## src/rtl/spi_master_txn_ctrl.sv

```systemverilog
// SPI master transaction sequencer: one start/done handshake per transfer, CPOL/CPHA sclk
// generation and MSB-first shifting on 1, 2 or 4 MOSI/MISO lanes.
module spi_master_txn_ctrl #(
    parameter int NO_OF_SLAVES = 1,
    parameter int CLK_DIV      = 4,
    parameter int MAX_BITS     = 32,
    localparam int SS_W        = (NO_OF_SLAVES > 1) ? $clog2(NO_OF_SLAVES) : 1,
    localparam int NB_W        = $clog2(MAX_BITS) + 1
) (
    input  logic                    pclk,
    input  logic                    areset,
    input  logic                    start,
    input  logic [SS_W-1:0]         slave_sel,
    input  logic                    cpol,
    input  logic                    cpha,
    input  logic [1:0]              lanes,
    input  logic [NB_W-1:0]         num_bits,
    input  logic [MAX_BITS-1:0]     tx_data,
    output logic                    busy,
    output logic                    done,
    output logic [MAX_BITS-1:0]     rx_data,
    output logic                    sclk,
    output logic [NO_OF_SLAVES-1:0] cs,
    output logic                    mosi0,
    output logic                    mosi1,
    output logic                    mosi2,
    output logic                    mosi3,
    input  logic                    miso0,
    input  logic                    miso1,
    input  logic                    miso2,
    input  logic                    miso3
);

    localparam int HC_W = (CLK_DIV > 1) ? $clog2(CLK_DIV) : 1;
    localparam int NU_W = NB_W + 1;
    localparam int RX_W = MAX_BITS + 4;
    localparam logic [HC_W-1:0] HC_LAST = HC_W'(CLK_DIV - 1);
    localparam logic [31:0]     NSL     = 32'(NO_OF_SLAVES);

    localparam logic [2:0] ST_IDLE  = 3'd0;
    localparam logic [2:0] ST_SETUP = 3'd1;
    localparam logic [2:0] ST_SHIFT = 3'd2;
    localparam logic [2:0] ST_HOLD  = 3'd3;
    localparam logic [2:0] ST_DONE  = 3'd4;

    // Lane values for the beat at the top of a left-aligned shift register; lane1 carries the higher bit.
    function automatic logic [3:0] beat_bits(input logic [MAX_BITS-1:0] sr, input logic [1:0] lsh);
        logic [3:0] b;
        case (lsh)
            2'd1:    b = {2'b00, sr[MAX_BITS-1], sr[MAX_BITS-2]};
            2'd2:    b = sr[MAX_BITS-1 -: 4];
            default: b = {3'b000, sr[MAX_BITS-1]};
        endcase
        return b;
    endfunction

    function automatic logic [MAX_BITS-1:0] shift_out(input logic [MAX_BITS-1:0] sr, input logic [1:0] lsh);
        logic [MAX_BITS-1:0] r;
        case (lsh)
            2'd1:    r = {sr[MAX_BITS-3:0], 2'b00};
            2'd2:    r = {sr[MAX_BITS-5:0], 4'b0000};
            default: r = {sr[MAX_BITS-2:0], 1'b0};
        endcase
        return r;
    endfunction

    function automatic logic [RX_W-1:0] shift_in(input logic [RX_W-1:0] sr, input logic [1:0] lsh,
                                                 input logic [3:0] m);
        logic [RX_W-1:0] r;
        case (lsh)
            2'd1:    r = {sr[RX_W-3:0], m[1], m[0]};
            2'd2:    r = {sr[RX_W-5:0], m};
            default: r = {sr[RX_W-2:0], m[0]};
        endcase
        return r;
    endfunction

    logic [2:0]              state_r;
    logic [HC_W-1:0]         half_cnt_r;
    logic [NB_W-1:0]         beat_cnt_r;
    logic [NB_W-1:0]         beat_last_r;
    logic [2:0]              pad_r;
    logic [1:0]              lsh_r;
    logic                    cpol_r;
    logic                    cpha_r;
    logic                    sel_ok_r;
    logic                    phase_r;
    logic [MAX_BITS-1:0]     tx_sr_r;
    logic [RX_W-1:0]         rx_sr_r;
    logic                    busy_r;
    logic                    done_r;
    logic [MAX_BITS-1:0]     rx_data_r;
    logic                    sclk_r;
    logic [NO_OF_SLAVES-1:0] cs_r;
    logic [3:0]              mosi_r;

    logic [NB_W-1:0]         n_eff_s;
    logic [NB_W-1:0]         shamt_s;
    logic [1:0]              lsh_s;
    logic [NU_W-1:0]         n_up_s;
    logic [NU_W-1:0]         beats_s;
    logic [NB_W-1:0]         beat_last_s;
    logic [2:0]              pad_s;
    logic [MAX_BITS-1:0]     tx_align_s;
    logic                    sel_ok_s;
    logic [NO_OF_SLAVES-1:0] cs_sel_s;
    logic [3:0]              miso_s;
    logic [3:0]              beat_s;
    logic [MAX_BITS-1:0]     tx_next_s;
    logic [RX_W-1:0]         rx_next_s;
    logic [MAX_BITS-1:0]     rx_fin_s;
    logic                    half_last_s;

    // Transfer geometry decoded from the request inputs, used only at the accept edge.
    always_comb begin
        if ((num_bits == '0) || (num_bits > NB_W'(MAX_BITS))) begin
            n_eff_s = NB_W'(MAX_BITS);
        end else begin
            n_eff_s = num_bits;
        end
        case (lanes)
            2'b01:   lsh_s = 2'd1;
            2'b10:   lsh_s = 2'd2;
            default: lsh_s = 2'd0;
        endcase
        shamt_s     = NB_W'(MAX_BITS) - n_eff_s;
        n_up_s      = {1'b0, n_eff_s} + ((NU_W'(1) << lsh_s) - NU_W'(1));
        beats_s     = n_up_s >> lsh_s;
        beat_last_s = NB_W'(beats_s - NU_W'(1));
        pad_s       = 3'((beats_s << lsh_s) - {1'b0, n_eff_s});
        tx_align_s  = tx_data << shamt_s;
        if (32'(slave_sel) < NSL) begin
            sel_ok_s = 1'b1;
        end else begin
            sel_ok_s = 1'b0;
        end
        for (int i = 0; i < NO_OF_SLAVES; i++) begin
            cs_sel_s[i] = (32'(slave_sel) == 32'(i)) ? 1'b0 : 1'b1;
        end
    end

    // Per-beat data movement; excess bits of a short last beat fall off the bottom of rx_sr_r.
    always_comb begin
        miso_s      = {miso3, miso2, miso1, miso0};
        beat_s      = beat_bits(tx_sr_r, lsh_r);
        tx_next_s   = shift_out(tx_sr_r, lsh_r);
        rx_next_s   = shift_in(rx_sr_r, lsh_r, miso_s);
        rx_fin_s    = MAX_BITS'(rx_sr_r >> pad_r);
        half_last_s = (half_cnt_r == HC_LAST);
    end

    // Transaction FSM with all pin and handshake outputs registered.
    always_ff @(posedge pclk or negedge areset) begin
        if (!areset) begin
            state_r     <= ST_IDLE;
            half_cnt_r  <= '0;
            beat_cnt_r  <= '0;
            beat_last_r <= '0;
            pad_r       <= 3'd0;
            lsh_r       <= 2'd0;
            cpol_r      <= 1'b0;
            cpha_r      <= 1'b0;
            sel_ok_r    <= 1'b0;
            phase_r     <= 1'b0;
            tx_sr_r     <= '0;
            rx_sr_r     <= '0;
            busy_r      <= 1'b0;
            done_r      <= 1'b0;
            rx_data_r   <= '0;
            sclk_r      <= 1'b0;
            cs_r        <= '1;
            mosi_r      <= 4'b0000;
        end else begin
            done_r <= 1'b0;
            case (state_r)
                ST_IDLE: begin
                    sclk_r <= cpol;
                    cs_r   <= '1;
                    mosi_r <= 4'b0000;
                    // the done cycle is already IDLE but must not accept a new request
                    if (start && !done_r) begin
                        state_r     <= ST_SETUP;
                        busy_r      <= 1'b1;
                        cs_r        <= cs_sel_s;
                        cpol_r      <= cpol;
                        cpha_r      <= cpha;
                        lsh_r       <= lsh_s;
                        beat_last_r <= beat_last_s;
                        pad_r       <= pad_s;
                        sel_ok_r    <= sel_ok_s;
                        half_cnt_r  <= '0;
                        beat_cnt_r  <= '0;
                        phase_r     <= 1'b0;
                        rx_sr_r     <= '0;
                        if (!cpha) begin
                            mosi_r  <= beat_bits(tx_align_s, lsh_s);
                            tx_sr_r <= shift_out(tx_align_s, lsh_s);
                        end else begin
                            tx_sr_r <= tx_align_s;
                        end
                    end
                end
                ST_SETUP: begin
                    if (half_last_s) begin
                        state_r    <= ST_SHIFT;
                        half_cnt_r <= '0;
                        phase_r    <= 1'b0;
                        sclk_r     <= ~cpol_r;
                        if (!cpha_r) begin
                            rx_sr_r <= rx_next_s;
                        end else begin
                            mosi_r  <= beat_s;
                            tx_sr_r <= tx_next_s;
                        end
                    end else begin
                        half_cnt_r <= half_cnt_r + HC_W'(1);
                    end
                end
                ST_SHIFT: begin
                    if (half_last_s) begin
                        half_cnt_r <= '0;
                        if (!phase_r) begin
                            phase_r <= 1'b1;
                            sclk_r  <= cpol_r;
                            if (cpha_r) begin
                                rx_sr_r <= rx_next_s;
                            end else if (beat_cnt_r != beat_last_r) begin
                                mosi_r  <= beat_s;
                                tx_sr_r <= tx_next_s;
                            end else begin
                                mosi_r <= 4'b0000;
                            end
                        end else if (beat_cnt_r == beat_last_r) begin
                            state_r <= ST_HOLD;
                        end else begin
                            beat_cnt_r <= beat_cnt_r + NB_W'(1);
                            phase_r    <= 1'b0;
                            sclk_r     <= ~cpol_r;
                            if (!cpha_r) begin
                                rx_sr_r <= rx_next_s;
                            end else begin
                                mosi_r  <= beat_s;
                                tx_sr_r <= tx_next_s;
                            end
                        end
                    end else begin
                        half_cnt_r <= half_cnt_r + HC_W'(1);
                    end
                end
                ST_HOLD: begin
                    if (half_last_s) begin
                        state_r    <= ST_DONE;
                        half_cnt_r <= '0;
                    end else begin
                        half_cnt_r <= half_cnt_r + HC_W'(1);
                    end
                end
                ST_DONE: begin
                    state_r   <= ST_IDLE;
                    busy_r    <= 1'b0;
                    done_r    <= 1'b1;
                    cs_r      <= '1;
                    mosi_r    <= 4'b0000;
                    sclk_r    <= cpol_r;
                    rx_data_r <= sel_ok_r ? rx_fin_s : '0;
                end
                default: begin
                    state_r <= ST_IDLE;
                    busy_r  <= 1'b0;
                    cs_r    <= '1;
                    mosi_r  <= 4'b0000;
                end
            endcase
        end
    end

    assign busy    = busy_r;
    assign done    = done_r;
    assign rx_data = rx_data_r;
    assign sclk    = sclk_r;
    assign cs      = cs_r;
    assign mosi0   = mosi_r[0];
    assign mosi1   = mosi_r[1];
    assign mosi2   = mosi_r[2];
    assign mosi3   = mosi_r[3];

endmodule

```

## config.mk

```make
export PLATFORM = sky130hd
export DESIGN_NAME = spi_master_txn_ctrl
export DESIGN_NICKNAME = d
export VERILOG_FILES = /design/src/rtl/spi_master_txn_ctrl.sv
export SDC_FILE = /design/constraint.sdc
export NUM_CORES = 1
export LEC_CHECK = 0
export CAP_MARGIN = 10
export CORE_MARGIN = 5
export CORE_UTILIZATION = 35
export DETAILED_ROUTE_END_ITERATION = 8
export GPL_TIMING_DRIVEN = 0
export PLACE_DENSITY = 0.55
export SLEW_MARGIN = 40
export SYNTH_ARGS = -nofsm -noshare
export SYNTH_HDL_FRONTEND = slang
export SYNTH_SLANG_ARGS = --single-unit
```

## constraint.sdc

```tcl
create_clock -name pclk -period 8.1 [get_ports pclk]
set_input_delay 2.025 -clock pclk [delete_from_list [all_inputs] [get_ports pclk]]
set_output_delay 2.025 -clock pclk [all_outputs]
set_load 0.03 [all_outputs]
```

==> summary.md <==
| Metric | Value |
|---|---|
| Worst Path Max Fanout | 11 |
| Die width | 194 um |
| Slew Viols, Final | 0 |
| P&R area growth vs syn | 17.7% |
| Yosys warnings | 0 |
| Reg area | about 3400 um^2 |
| CTS Hold Buffers Added | 0 |
| Routed vias | ~12000 |
| Core area | ~33000 um^2 |
| Hold Path Class | reg2reg |
| Die area | about 38000 um^2 |
| Post-Synthesis Cells | 1473 |
| Largest net degree at the start of global routing | 57 |
| Setup violators final | 0 |
| Total GRT Usage | between 20% and 30% |
| Maximum vdd ir drop | roughly 0.16 mV |
| Mapped Area | around 12000 um^2 |
| Netlist cell types | 82 |
| Iteration-0 DRC Markers | 1062 |
| Worst slew pin tran | slightly above 0.9 ns |
| CTS max path bufs | 2 |
| DRC viols | 0 |
| Syn Area/Cell | ~8.0 um^2 |
| Post-synth EDFFs | 0 |
| Max H-tree Level | 4 |
| Setup Skew | roughly 0.011 ns |
| HPWL after DPL | 31.4 mm |
| Multi-input gate area | between 7000 and 8000 um^2 |
| Antenna Nets Post-Route | 0 |
| Top cell type's share of synthesized area | 28.1% |
| Most common cell in the netlist | nor2_1 |
| Vias per std cell | 5.86 |
| Req. time, crit path | about 8.4 ns |
| Slew HR | ~38% |
| Status | finished, final reports clean |
| Crit path kind | in2reg |
| Fin worst setup slack | ~1.7 ns |
| Synthesized flop and latch total | between 100 and 150 |
| Post-Layout Cell Count | between 2000 and 2500 |
| Synth area leader | dfrtp_1 |
| Die Span Y | ~190 um |
| Number of global-route vias before repair | 11700 |
| Power Density | 288 nW/um^2 |
| Boundary Pins | 90 |
| Post-layout nets | around 1700 |
| Most used DFF post-synth | dfrtp_1 |
| Global placement routability congestion | about 0.94 |
| Post-place setup slack | 1.35 ns |
| Initial antenna violation count | 0 |
| Leak Pwr | ~5.4 nW |
| Fillcell total | 3394 |
| Placement Rows | 67 |
| Max cap viols | 0 |
| Post-CTS Setup Inserts | 0 |
| Tot Pwr | 4.01 mW |
| Drt pass-1 iters | 6 |
| List of most frequent post-synthesis cells | nor2_1 (224), nand2_1 (147), dfrtp_1 (133) |
| Port Buffers | 88 |
| Unrepaired setup endpoints after global routing | no |
| Worst Setup End Kind | register |
| Hold Vio Cnt, Final | 0 |
| Setup TNS | 0 ns |
| Layout cells sized above 1 | a little over 7% |
| Sequential-to-total area share from yosys stat | 28.3% |
| Final period util | slightly below 80% |
| Clock tree from TritonCTS | done |
| Util after Layout | around two fifths |
| Placed cells | roughly 2000 |
| Initial Utilization | a little over a third |
| F_max | approximately 160 MHz |
| CTS Sinks | approximately 130 |
| Final min period | about 6.4 ns |
| Syn nets | 1542 |
| Worst EP arrival | around 6.7 ns |
| Clock Root Buffer | clkbuf_16 |
| Post-DR wirelength/cell | roughly 20 um |
| Ant. Diodes | 0 |
| Skew-Pair Late Insertion Delay | ~0.43 ns |
| Ys async rst share | 100% |
| GRT overflow | 0 |
| Cts repair resizes | 0 |
| First-pass GRT wire length | about 65 mm |
| Crit start category | primary input |
| Total detailed-routing wirelength | ~41 mm |
| TritonCTS buffer count | 17 |
| Clk slew on worst S/H paths | roughly 0.06 ns |
| Area contributors post-synth | dfrtp_1 (28%), mux2i_1 (9.5%), nor2_1 (7.1%) |
worst max-delay path, cell delays in order:
cell             delay (ns)
clkdlybuf4s50_1        0.64
nor2b_1                0.16
buf_2                  0.27
inv_2                  0.16
buf_1                  0.29
ha_1                   0.44
buf_2                  0.23
buf_6                  0.18
mux2_1                 0.39
mux4_2                 0.60
mux2_2                 0.34
nand2_1                0.11
a21oi_1                0.07
a2111oi_0              0.60
o21ai_1                0.12
cell usage in the layout (no fill, tap or decap), types with 8 or more instances in the layout:
master and n:
a221o_1 15, xnor2_1 9, o21ai_0 102, nand3_1 17, inv_1 27, mux4_2 26
a22oi_1 78, o21ai_1 24, mux2_1 9, mux2_2 13, a221oi_1 17, and2_1 14
a32oi_1 8, a211oi_1 17, nand2_1 147, nor3_1 11, o22ai_1 8, buf_1 24
clkbuf_1 79, xor2_1 14, dfrtp_1 133, nand2b_1 12, clkbuf_16 17, nor2b_1 9
clkdlybuf4s50_1 87, a21oi_1 128, mux2i_1 112, a21o_1 8, o221ai_1 8, buf_2 13
a31oi_1 10, ha_1 17, a22o_1 10, nor2_1 224
sequential cells by signal, summed over array words and instances (netlist names), 3 cells and up:
signal	count
beat_last_r	6
mosi_r	4
state_r	3
beat_cnt_r	6
rx_sr_r	36
rx_data	32
tx_sr_r	32
pad_r	3
cell type report:
cell class | instances | share of cell area [%]
plain buffers | 124 | 3.78
multi-input cells | 1180 | 56.3
inverters | 35 | 0.943
flip-flops and latches | 134 | 24.1
clock inverters | 11 | 0.710
repair buffers | 90 | 6.75
well taps | 448 | 4.02
clock buffers | 21 | 3.45
power by group:
part	switching, mW	internal (mW)
Sequential	0.141	0.804
Clock	0.306	0.454
Combinational	1.53	0.776
Total	1.98	2.03
per-stage QoR:
stage                     instance area (um^2)  hold slack, ns
after global routing                     13900           0.508
after detailed placement                 13400           0.469
final                                    13900           0.476
after CTS                                13900           0.481
after floorplan                          11800           0.450
after global placement                   13300           0.462
path summary, 6_finish.rpt:
path | from | endpoint | slack, ns | depth (start not counted)
max | num_bits[0] | tx_sr_r[18] | 1.74 | 15
min | rx_data[24] | rx_data[24] | 0.48 | 2
max reg2reg | half_cnt_r[0] | tx_sr_r[29] | 4.63 | 10
min reg2reg | rx_data[24] | rx_data[24] | 0.48 | 2
max in group asynchronous | areset | rx_data[16] | 6.08 | 2
min in group asynchronous | areset | state_r[1] | 1.46 | 1
kinds of logic after synthesis:
| logic type | Yosys count | synth area share, % |
|---|---|---|
| XOR/XNOR | 25 | 2.17 |
| AO/OA/AOI/OAI | 496 | 27.6 |
| flip-flops | 134 | 28.3 |
| AND/OR/NAND/NOR | 479 | 17.6 |
| buffers and inverters | 159 | 5.56 |
| adder cells (fa/ha/maj) | 19 | 2.14 |
| multiplexers | 161 | 16.6 |
routing by layer:
metal	track usage, %	vias to the layer above	routed length [um]
li1	-	5661	-
met1	27.1	5782	17900
met2	36.1	439	19700
met3	2.42	84	1830
met4	7.81	0	1350
met5	0	-	0
(Power assumes the default switching activity.)
